<file path="src/rtl/kim_id_ex_reg_p_pkg.sv">
// Shared types and constants for the ID/EX pipeline register.
// Holds the ALU opcode encodings, the funct width and the packed control bundle.
package kim_id_ex_reg_p_pkg;

  localparam logic [1:0] ALU_OP_ADD   = 2'b00;
  localparam logic [1:0] ALU_OP_SUB   = 2'b01;
  localparam logic [1:0] ALU_OP_RTYPE = 2'b10;
  localparam int         FUNCT_WIDTH  = 6;

  typedef struct packed {
    logic [1:0] alu_op;
    logic       alu_src;
    logic       reg_dst;
    logic       branch;
    logic       mem_read;
    logic       mem_write;
    logic       reg_write;
    logic       mem_to_reg;
  } ctrl_t;

  // A bubble keeps the harmless fields but kills every side effect and forces an add.
  function automatic ctrl_t bubble_ctrl(input ctrl_t c);
    ctrl_t b;
    b           = c;
    b.alu_op    = ALU_OP_ADD;
    b.branch    = 1'b0;
    b.mem_read  = 1'b0;
    b.mem_write = 1'b0;
    b.reg_write = 1'b0;
    return b;
  endfunction

endpackage

</file>
<file path="src/rtl/kim_load_use_detect_p.sv">
// Combinational load-use hazard detector: a valid load in EX whose destination
// (rt, non-zero) is a source of the valid instruction sitting in ID.
module kim_load_use_detect_p #(
  parameter int REG_ADDR_WIDTH = 5
) (
  input  logic                      ex_valid,
  input  logic                      ex_mem_read,
  input  logic [REG_ADDR_WIDTH-1:0] ex_rt_addr,
  input  logic                      id_valid,
  input  logic [REG_ADDR_WIDTH-1:0] id_rs_addr,
  input  logic [REG_ADDR_WIDTH-1:0] id_rt_addr,
  output logic                      hazard
);

  logic w_addr_match;

  assign w_addr_match = (ex_rt_addr == id_rs_addr) || (ex_rt_addr == id_rt_addr);
  assign hazard = ex_valid && ex_mem_read && (ex_rt_addr != '0) && id_valid && w_addr_match;

endmodule

</file>
<file path="src/rtl/kim_id_ex_reg_p.sv">
// ID/EX pipeline register with load-use detection, stall hold, flush and bubble insertion.
// Optional bubble/hold performance counters are enabled by defining KIM_IDEX_PERF_EN.
module kim_id_ex_reg_p
  import kim_id_ex_reg_p_pkg::*;
#(
  parameter int DATA_WIDTH     = 32,
  parameter int REG_ADDR_WIDTH = 5
) (
  input  logic                      clk,
  input  logic                      rst,
  input  logic                      stall_in,
  input  logic                      flush_in,
  input  logic                      id_valid_in,
  input  logic [1:0]                id_alu_op_in,
  input  logic                      id_alu_src_in,
  input  logic                      id_reg_dst_in,
  input  logic                      id_branch_in,
  input  logic                      id_mem_read_in,
  input  logic                      id_mem_write_in,
  input  logic                      id_reg_write_in,
  input  logic                      id_mem_to_reg_in,
  input  logic [DATA_WIDTH-1:0]     id_rs_data_in,
  input  logic [DATA_WIDTH-1:0]     id_rt_data_in,
  input  logic [DATA_WIDTH-1:0]     id_imm_in,
  input  logic [DATA_WIDTH-1:0]     id_pc_plus4_in,
  input  logic [REG_ADDR_WIDTH-1:0] id_rs_addr_in,
  input  logic [REG_ADDR_WIDTH-1:0] id_rt_addr_in,
  input  logic [REG_ADDR_WIDTH-1:0] id_rd_addr_in,
  output logic                      ex_valid_out,
  output logic [1:0]                ex_alu_op_out,
  output logic                      ex_alu_src_out,
  output logic                      ex_reg_dst_out,
  output logic                      ex_branch_out,
  output logic                      ex_mem_read_out,
  output logic                      ex_mem_write_out,
  output logic                      ex_reg_write_out,
  output logic                      ex_mem_to_reg_out,
  output logic [DATA_WIDTH-1:0]     ex_rs_data_out,
  output logic [DATA_WIDTH-1:0]     ex_rt_data_out,
  output logic [DATA_WIDTH-1:0]     ex_imm_out,
  output logic [DATA_WIDTH-1:0]     ex_pc_plus4_out,
  output logic [REG_ADDR_WIDTH-1:0] ex_rs_addr_out,
  output logic [REG_ADDR_WIDTH-1:0] ex_rt_addr_out,
  output logic [REG_ADDR_WIDTH-1:0] ex_rd_addr_out,
  output logic [FUNCT_WIDTH-1:0]    ex_funct_out,
  output logic                      load_use_stall_out
`ifdef KIM_IDEX_PERF_EN
  ,
  output logic [31:0]               bubble_cnt_out,
  output logic [31:0]               hold_cnt_out
`endif
);

  ctrl_t                     r_ctrl;
  logic                      r_valid;
  logic [DATA_WIDTH-1:0]     r_rs_data;
  logic [DATA_WIDTH-1:0]     r_rt_data;
  logic [DATA_WIDTH-1:0]     r_imm;
  logic [DATA_WIDTH-1:0]     r_pc_plus4;
  logic [REG_ADDR_WIDTH-1:0] r_rs_addr;
  logic [REG_ADDR_WIDTH-1:0] r_rt_addr;
  logic [REG_ADDR_WIDTH-1:0] r_rd_addr;

  ctrl_t w_id_ctrl;
  logic  w_hazard;
  logic  w_load;
  logic  w_bubble;

  assign w_id_ctrl = '{alu_op:     id_alu_op_in,
                       alu_src:    id_alu_src_in,
                       reg_dst:    id_reg_dst_in,
                       branch:     id_branch_in,
                       mem_read:   id_mem_read_in,
                       mem_write:  id_mem_write_in,
                       reg_write:  id_reg_write_in,
                       mem_to_reg: id_mem_to_reg_in};

  kim_load_use_detect_p #(
    .REG_ADDR_WIDTH(REG_ADDR_WIDTH)
  ) u_load_use (
    .ex_valid   (r_valid),
    .ex_mem_read(r_ctrl.mem_read),
    .ex_rt_addr (r_rt_addr),
    .id_valid   (id_valid_in),
    .id_rs_addr (id_rs_addr_in),
    .id_rt_addr (id_rt_addr_in),
    .hazard     (w_hazard)
  );

  // Flush overrides stall; a hazard only becomes a bubble when the stage is free to load.
  assign w_load             = flush_in | ~stall_in;
  assign w_bubble           = flush_in | (~stall_in & w_hazard);
  assign load_use_stall_out = w_hazard & ~flush_in;

  always_ff @(posedge clk) begin
    if (rst) begin
      r_ctrl     <= '0;
      r_valid    <= 1'b0;
      r_rs_data  <= '0;
      r_rt_data  <= '0;
      r_imm      <= '0;
      r_pc_plus4 <= '0;
      r_rs_addr  <= '0;
      r_rt_addr  <= '0;
      r_rd_addr  <= '0;
    end else if (w_load) begin
      r_ctrl     <= w_bubble ? bubble_ctrl(w_id_ctrl) : w_id_ctrl;
      r_valid    <= w_bubble ? 1'b0 : id_valid_in;
      r_rs_data  <= id_rs_data_in;
      r_rt_data  <= id_rt_data_in;
      r_imm      <= id_imm_in;
      r_pc_plus4 <= id_pc_plus4_in;
      r_rs_addr  <= id_rs_addr_in;
      r_rt_addr  <= id_rt_addr_in;
      r_rd_addr  <= id_rd_addr_in;
    end
  end

  assign ex_valid_out      = r_valid;
  assign ex_alu_op_out     = r_ctrl.alu_op;
  assign ex_alu_src_out    = r_ctrl.alu_src;
  assign ex_reg_dst_out    = r_ctrl.reg_dst;
  assign ex_branch_out     = r_ctrl.branch;
  assign ex_mem_read_out   = r_ctrl.mem_read;
  assign ex_mem_write_out  = r_ctrl.mem_write;
  assign ex_reg_write_out  = r_ctrl.reg_write;
  assign ex_mem_to_reg_out = r_ctrl.mem_to_reg;
  assign ex_rs_data_out    = r_rs_data;
  assign ex_rt_data_out    = r_rt_data;
  assign ex_imm_out        = r_imm;
  assign ex_pc_plus4_out   = r_pc_plus4;
  assign ex_rs_addr_out    = r_rs_addr;
  assign ex_rt_addr_out    = r_rt_addr;
  assign ex_rd_addr_out    = r_rd_addr;
  assign ex_funct_out      = r_imm[FUNCT_WIDTH-1:0];

`ifdef KIM_IDEX_PERF_EN
  logic [31:0] r_bubble_cnt;
  logic [31:0] r_hold_cnt;

  // Saturating event counters; they stop at all-ones rather than wrap.
  always_ff @(posedge clk) begin
    if (rst) begin
      r_bubble_cnt <= '0;
      r_hold_cnt   <= '0;
    end else begin
      if (w_bubble && (r_bubble_cnt != 32'hFFFF_FFFF)) begin
        r_bubble_cnt <= r_bubble_cnt + 32'd1;
      end
      if (stall_in && (r_hold_cnt != 32'hFFFF_FFFF)) begin
        r_hold_cnt <= r_hold_cnt + 32'd1;
      end
    end
  end

  assign bubble_cnt_out = r_bubble_cnt;
  assign hold_cnt_out   = r_hold_cnt;
`endif

endmodule

</file>
<file path="config.mk">
export PLATFORM = sky130hd
export DESIGN_NAME = kim_id_ex_reg_p
export DESIGN_NICKNAME = d
export VERILOG_FILES = /design/src/rtl/kim_id_ex_reg_p_pkg.sv /design/src/rtl/kim_load_use_detect_p.sv /design/src/rtl/kim_id_ex_reg_p.sv
export SDC_FILE = /design/constraint.sdc
export NUM_CORES = 1
export LEC_CHECK = 0
export BUFFER_PORTS_ARGS = -buffer_cell sky130_fd_sc_hd__buf_2
export CAP_MARGIN = 5
export CORE_ASPECT_RATIO = 0.6
export CORE_MARGIN = 2
export CORE_UTILIZATION = 40
export CTS_CLUSTER_DIAMETER = 100
export DETAILED_ROUTE_END_ITERATION = 8
export PLACE_DENSITY = 0.74
export SYNTH_ARGS = -nofsm -noshare
export SYNTH_HDL_FRONTEND = slang
export SYNTH_SLANG_ARGS = --single-unit
</file>
<file path="constraint.sdc">
create_clock -name clk -period 1.8 [get_ports clk]
set_input_delay 0.36 -clock clk [delete_from_list [all_inputs] [get_ports clk]]
set_output_delay 0.36 -clock clk [all_outputs]
set_load 0.01 [all_outputs]
</file>
==> flow_summary.toml <==
[power]
max-vdd-ir-drop_v = 0.000535
p_leak_nw = 3.94
finalPower_mw = 8.28
power_density_mw_per_mm2 = 1060

[clock_network]
clk_pin_slew_worst_paths_ns = 0.06
htreeDepth = 4
numCtsBuffers = 17
ctsHoldBuffers = 0
clk_latency_ns = 0.40
clkSinkCount = 153
clockRootBuffer = "clkbuf_16"
clockBufferDepth = 2
cts_tree = "yes"

[routing]
drt-total-wl_um = 15900
num_vias = 5462
postRouteAntennaNets = 0
vias_per_cell = 4.74
drc = 0
drt_pass1_iterations = 4
avgRoutedWirePerCell_um = 13.8
initialDrtViolationCount = 306

[yosys]
ys_ff_latch = 153
syn_area_per_cell_um2 = 7.96
synth_xor_area_share_pct = 1.63
synth-seq-area-share_pct = 56.8
synth_compound_area_share_pct = 15.6
synthSimpleGateAreaFrac_pct = 21.5
synth_edf_count = 0
yosys.area_share.adder_pct = 0
netlist_instances = 677
async_reset_ff_share_pct = 0
ys.flop_type = "dfxtp_1"
yosysWarningCount = 0
synthTopCellsByArea = "dfxtp_1 57%, nand2_1 21%, a21oi_1 14%, clkbuf_1 1.7%, xnor2_1 1.6%"
synth_top_family_by_area = "simple AND/OR/NAND/NOR gates"
synth_top_cell_by_area = "dfxtp_1"
syn_nets = 834
synth.area.mux_share_pct = 0
ys_types = 18
synth.cell_area_mm2 = 0.00539
netlist.area_leader.share_pct = 56.8

[placement]
dpl_cell_area_mm2 = 0.00711
place.gp.congestion = 0.907
post-dp-hpwl_um = 11200
port_buffers = 316

[die]
start_util_pct = 41.4
ioPinCount = 317
coreArea_mm2 = 0.0130
num_rows = 32
die_h_um = 93.9
dieWidth_um = 154
dieArea_mm2 = 0.0144

[cells_and_area]
regArea_mm2 = 0.00308
multiInputGateArea_mm2 = 0.00220
final_core_util_pct = 60.2
fin_area_mm2 = 0.00783
finalNetCount = 1125
drive_gt1_share_pct = 38.6
area_growth_pct = 45.3
fillCellCount = 1235

[critical_path]
cp.depth = 6
cpMaxStageDelayCell = "dfxtp_4"
ff2ff_setup_slack_ns = 0.20
crit_fanout = 5
worstSetupEndpointType = "output port"
startpoint = "ex_rt_addr_out[3]$_SDFFE_PP0P_"
critPathBufInv = 1
critPathTopFamily = "flip-flops"
reg2reg_from = "ex_rt_addr_out[2]$_SDFFE_PP0P_"
cp-endpoint = "load_use_stall_out"
cp.required_ns = 1.44
arrival_ns = 1.57
critPathMaxStageDelay_ns = 0.38
r2r_end = "ex_branch_out$_SDFFE_PP0P_"
cp_cell_sequence = "xnor2_4, nand3_2, o22ai_4, nand2_1, nor2_1, buf_2"
rr_worst_depth = 6
setup.worst_path.start_class = "register"
crit_type = "register to output port"

[sta]
min_period_ns = 1.93
period_share_pct = 107
hold_violations = 0
finalMaxSlewViolations = 0
fin_ws_ns = -0.128
worst_pin_slew_ns = 0.521
relSlewSlack_pct = 65.3
finalSetupViolCount = 1
skew_ns = 0.00425
max_freq_mhz = 519
grt_setup_unrepaired = "true"

[global_routing]
grt_max_degree = 97
overflow = 0
grt_use_total_pct = 21.0
grt_pass1_vias = 5009
grt_pass1_wl_um = 24300
antenna_found_initial = 1

[run]
maxCapViolCount = 0

[status]
violations = "negative setup slack"
status = "finished with violations"

[hold_path]
min_path_type = "input pin to register"
cell usage after synthesis, types with 2 or more instances:
library cell and number:
xnor2_1 10, a22o_1 7, nand2_1 295, dfxtp_1 153, clkbuf_1 24, buf_4 6, nor2_1 3, a21oi_1 146
nand3_1 2, buf_2 13, buf_1 11
sequential cells by signal, indices dropped and copies added (netlist names):
name / cells
ex_rt_addr_out: 5
ex_valid_out: 1
ex_mem_read_out: 1
ex_rs_data_out: 32
ex_mem_to_reg_out: 1
ex_mem_write_out: 1
ex_reg_write_out: 1
ex_rs_addr_out: 5
ex_rt_data_out: 32
ex_rd_addr_out: 5
ex_alu_op_out: 2
ex_alu_src_out: 1
ex_pc_plus4_out: 32
ex_imm_out: 32
ex_branch_out: 1
ex_reg_dst_out: 1
routing by layer:
metal | part of all wire [%] | vias up | GRT usage (%)
met5 | 0 | - | 0
met3 | 7.2 | 26 | 6.60
met1 | 43 | 2476 | 25.7
li1 | - | 2766 | -
met2 | 48 | 194 | 35.1
met4 | 1.9 | 0 | 7.32
area by class of cell:
type,instances,share of cell area (%)
antenna,1,0.0320
clock buffer,18,5.61
clock inverter,14,1.92
multi-input combinational,470,28.1
sequential,153,39.4
tap,170,2.72
timing repair buffer,326,22.3
stage by stage:
step / TNS, ns / setup slack (ns) / hold WS [ns] / std cells
global placement: 0 / 0.189 / 0.435 / 1118
global route: -0.203 / -0.203 / 0.168 / 1152
finish: -0.128 / -0.128 / 0.167 / 1152
CTS: -0.0200 / -0.0200 / 0.154 / 1151
detailed placement: 0 / 0.186 / 0.440 / 1118
floorplan: 0 / 0.315 / 0.476 / 677
worst min path at each step:
stage | startpoint | endpoint | slack (ns) | cells past startpoint
finish | id_mem_read_in | ex_mem_read_out$_SDFFE_PP0P_ | 0.17 | 2
global route | id_reg_write_in | ex_reg_write_out$_SDFFE_PP0P_ | 0.17 | 2
CTS | id_mem_read_in | ex_mem_read_out$_SDFFE_PP0P_ | 0.15 | 2
detailed placement | ex_rt_data_out[27]$_SDFFE_PP0P_ | ex_rt_data_out[27]$_SDFFE_PP0P_ | 0.44 | 2
global placement | ex_pc_plus4_out[18]$_SDFFE_PP0P_ | ex_pc_plus4_out[18]$_SDFFE_PP0P_ | 0.43 | 2
floorplan | ex_alu_src_out$_SDFFE_PP0P_ | ex_alu_src_out$_SDFFE_PP0P_ | 0.48 | 2
cell families (layout without fill, tap and decap cells):
group | after synthesis | count (layout)
DFF | 153 | 153
buffers and inverters | 54 | 358
other | 0 | 1
AOI/OAI and AO/OA | 156 | 156
xor gates and xnor gates | 10 | 10
and+or+nand+nor | 304 | 304
where the power goes:
part / leakage, nW / switching [mW] / total, mW / internal [mW]
logic: 2.37 / 0.564 / 1.02 / 0.458
clock network: 0.295 / 1.54 / 3.56 / 2.01
registers: 1.27 / 0.111 / 3.70 / 3.59
total: 3.94 / 2.22 / 8.28 / 6.06
cells in the final DEF (no fill, tap or decap):
cell and count:
nand3_1 1, clkinv_4 1, xnor2_1 2, nand2b_4 1
a21oi_2 1, clkbuf_8 1, nor2_1 3, a21oi_1 146
diode_2 1, a2111oi_4 1, buf_12 7, clkbuf_16 17
inv_8 4, nand2_1 294, xnor2_4 2, inv_6 7
nand3_2 2, a22o_1 7, bufinv_16 1, dfxtp_4 5
buf_2 315, nor2b_4 1, nand2_2 1, clkinv_2 1
dfxtp_1 148, xnor2_2 6, buf_4 4, nor3_1 1
o22ai_4 1
repair_timing:
item | 4_1_cts | 5_1_grt
buffers inserted | 1 | 0
gates resized for setup | 21 | 2
setup endpoints to repair | 1 | 1
hold endpoints to repair | 0 | 0
pin swaps | 12 | 0
Power figures use the tool's default switching activity.
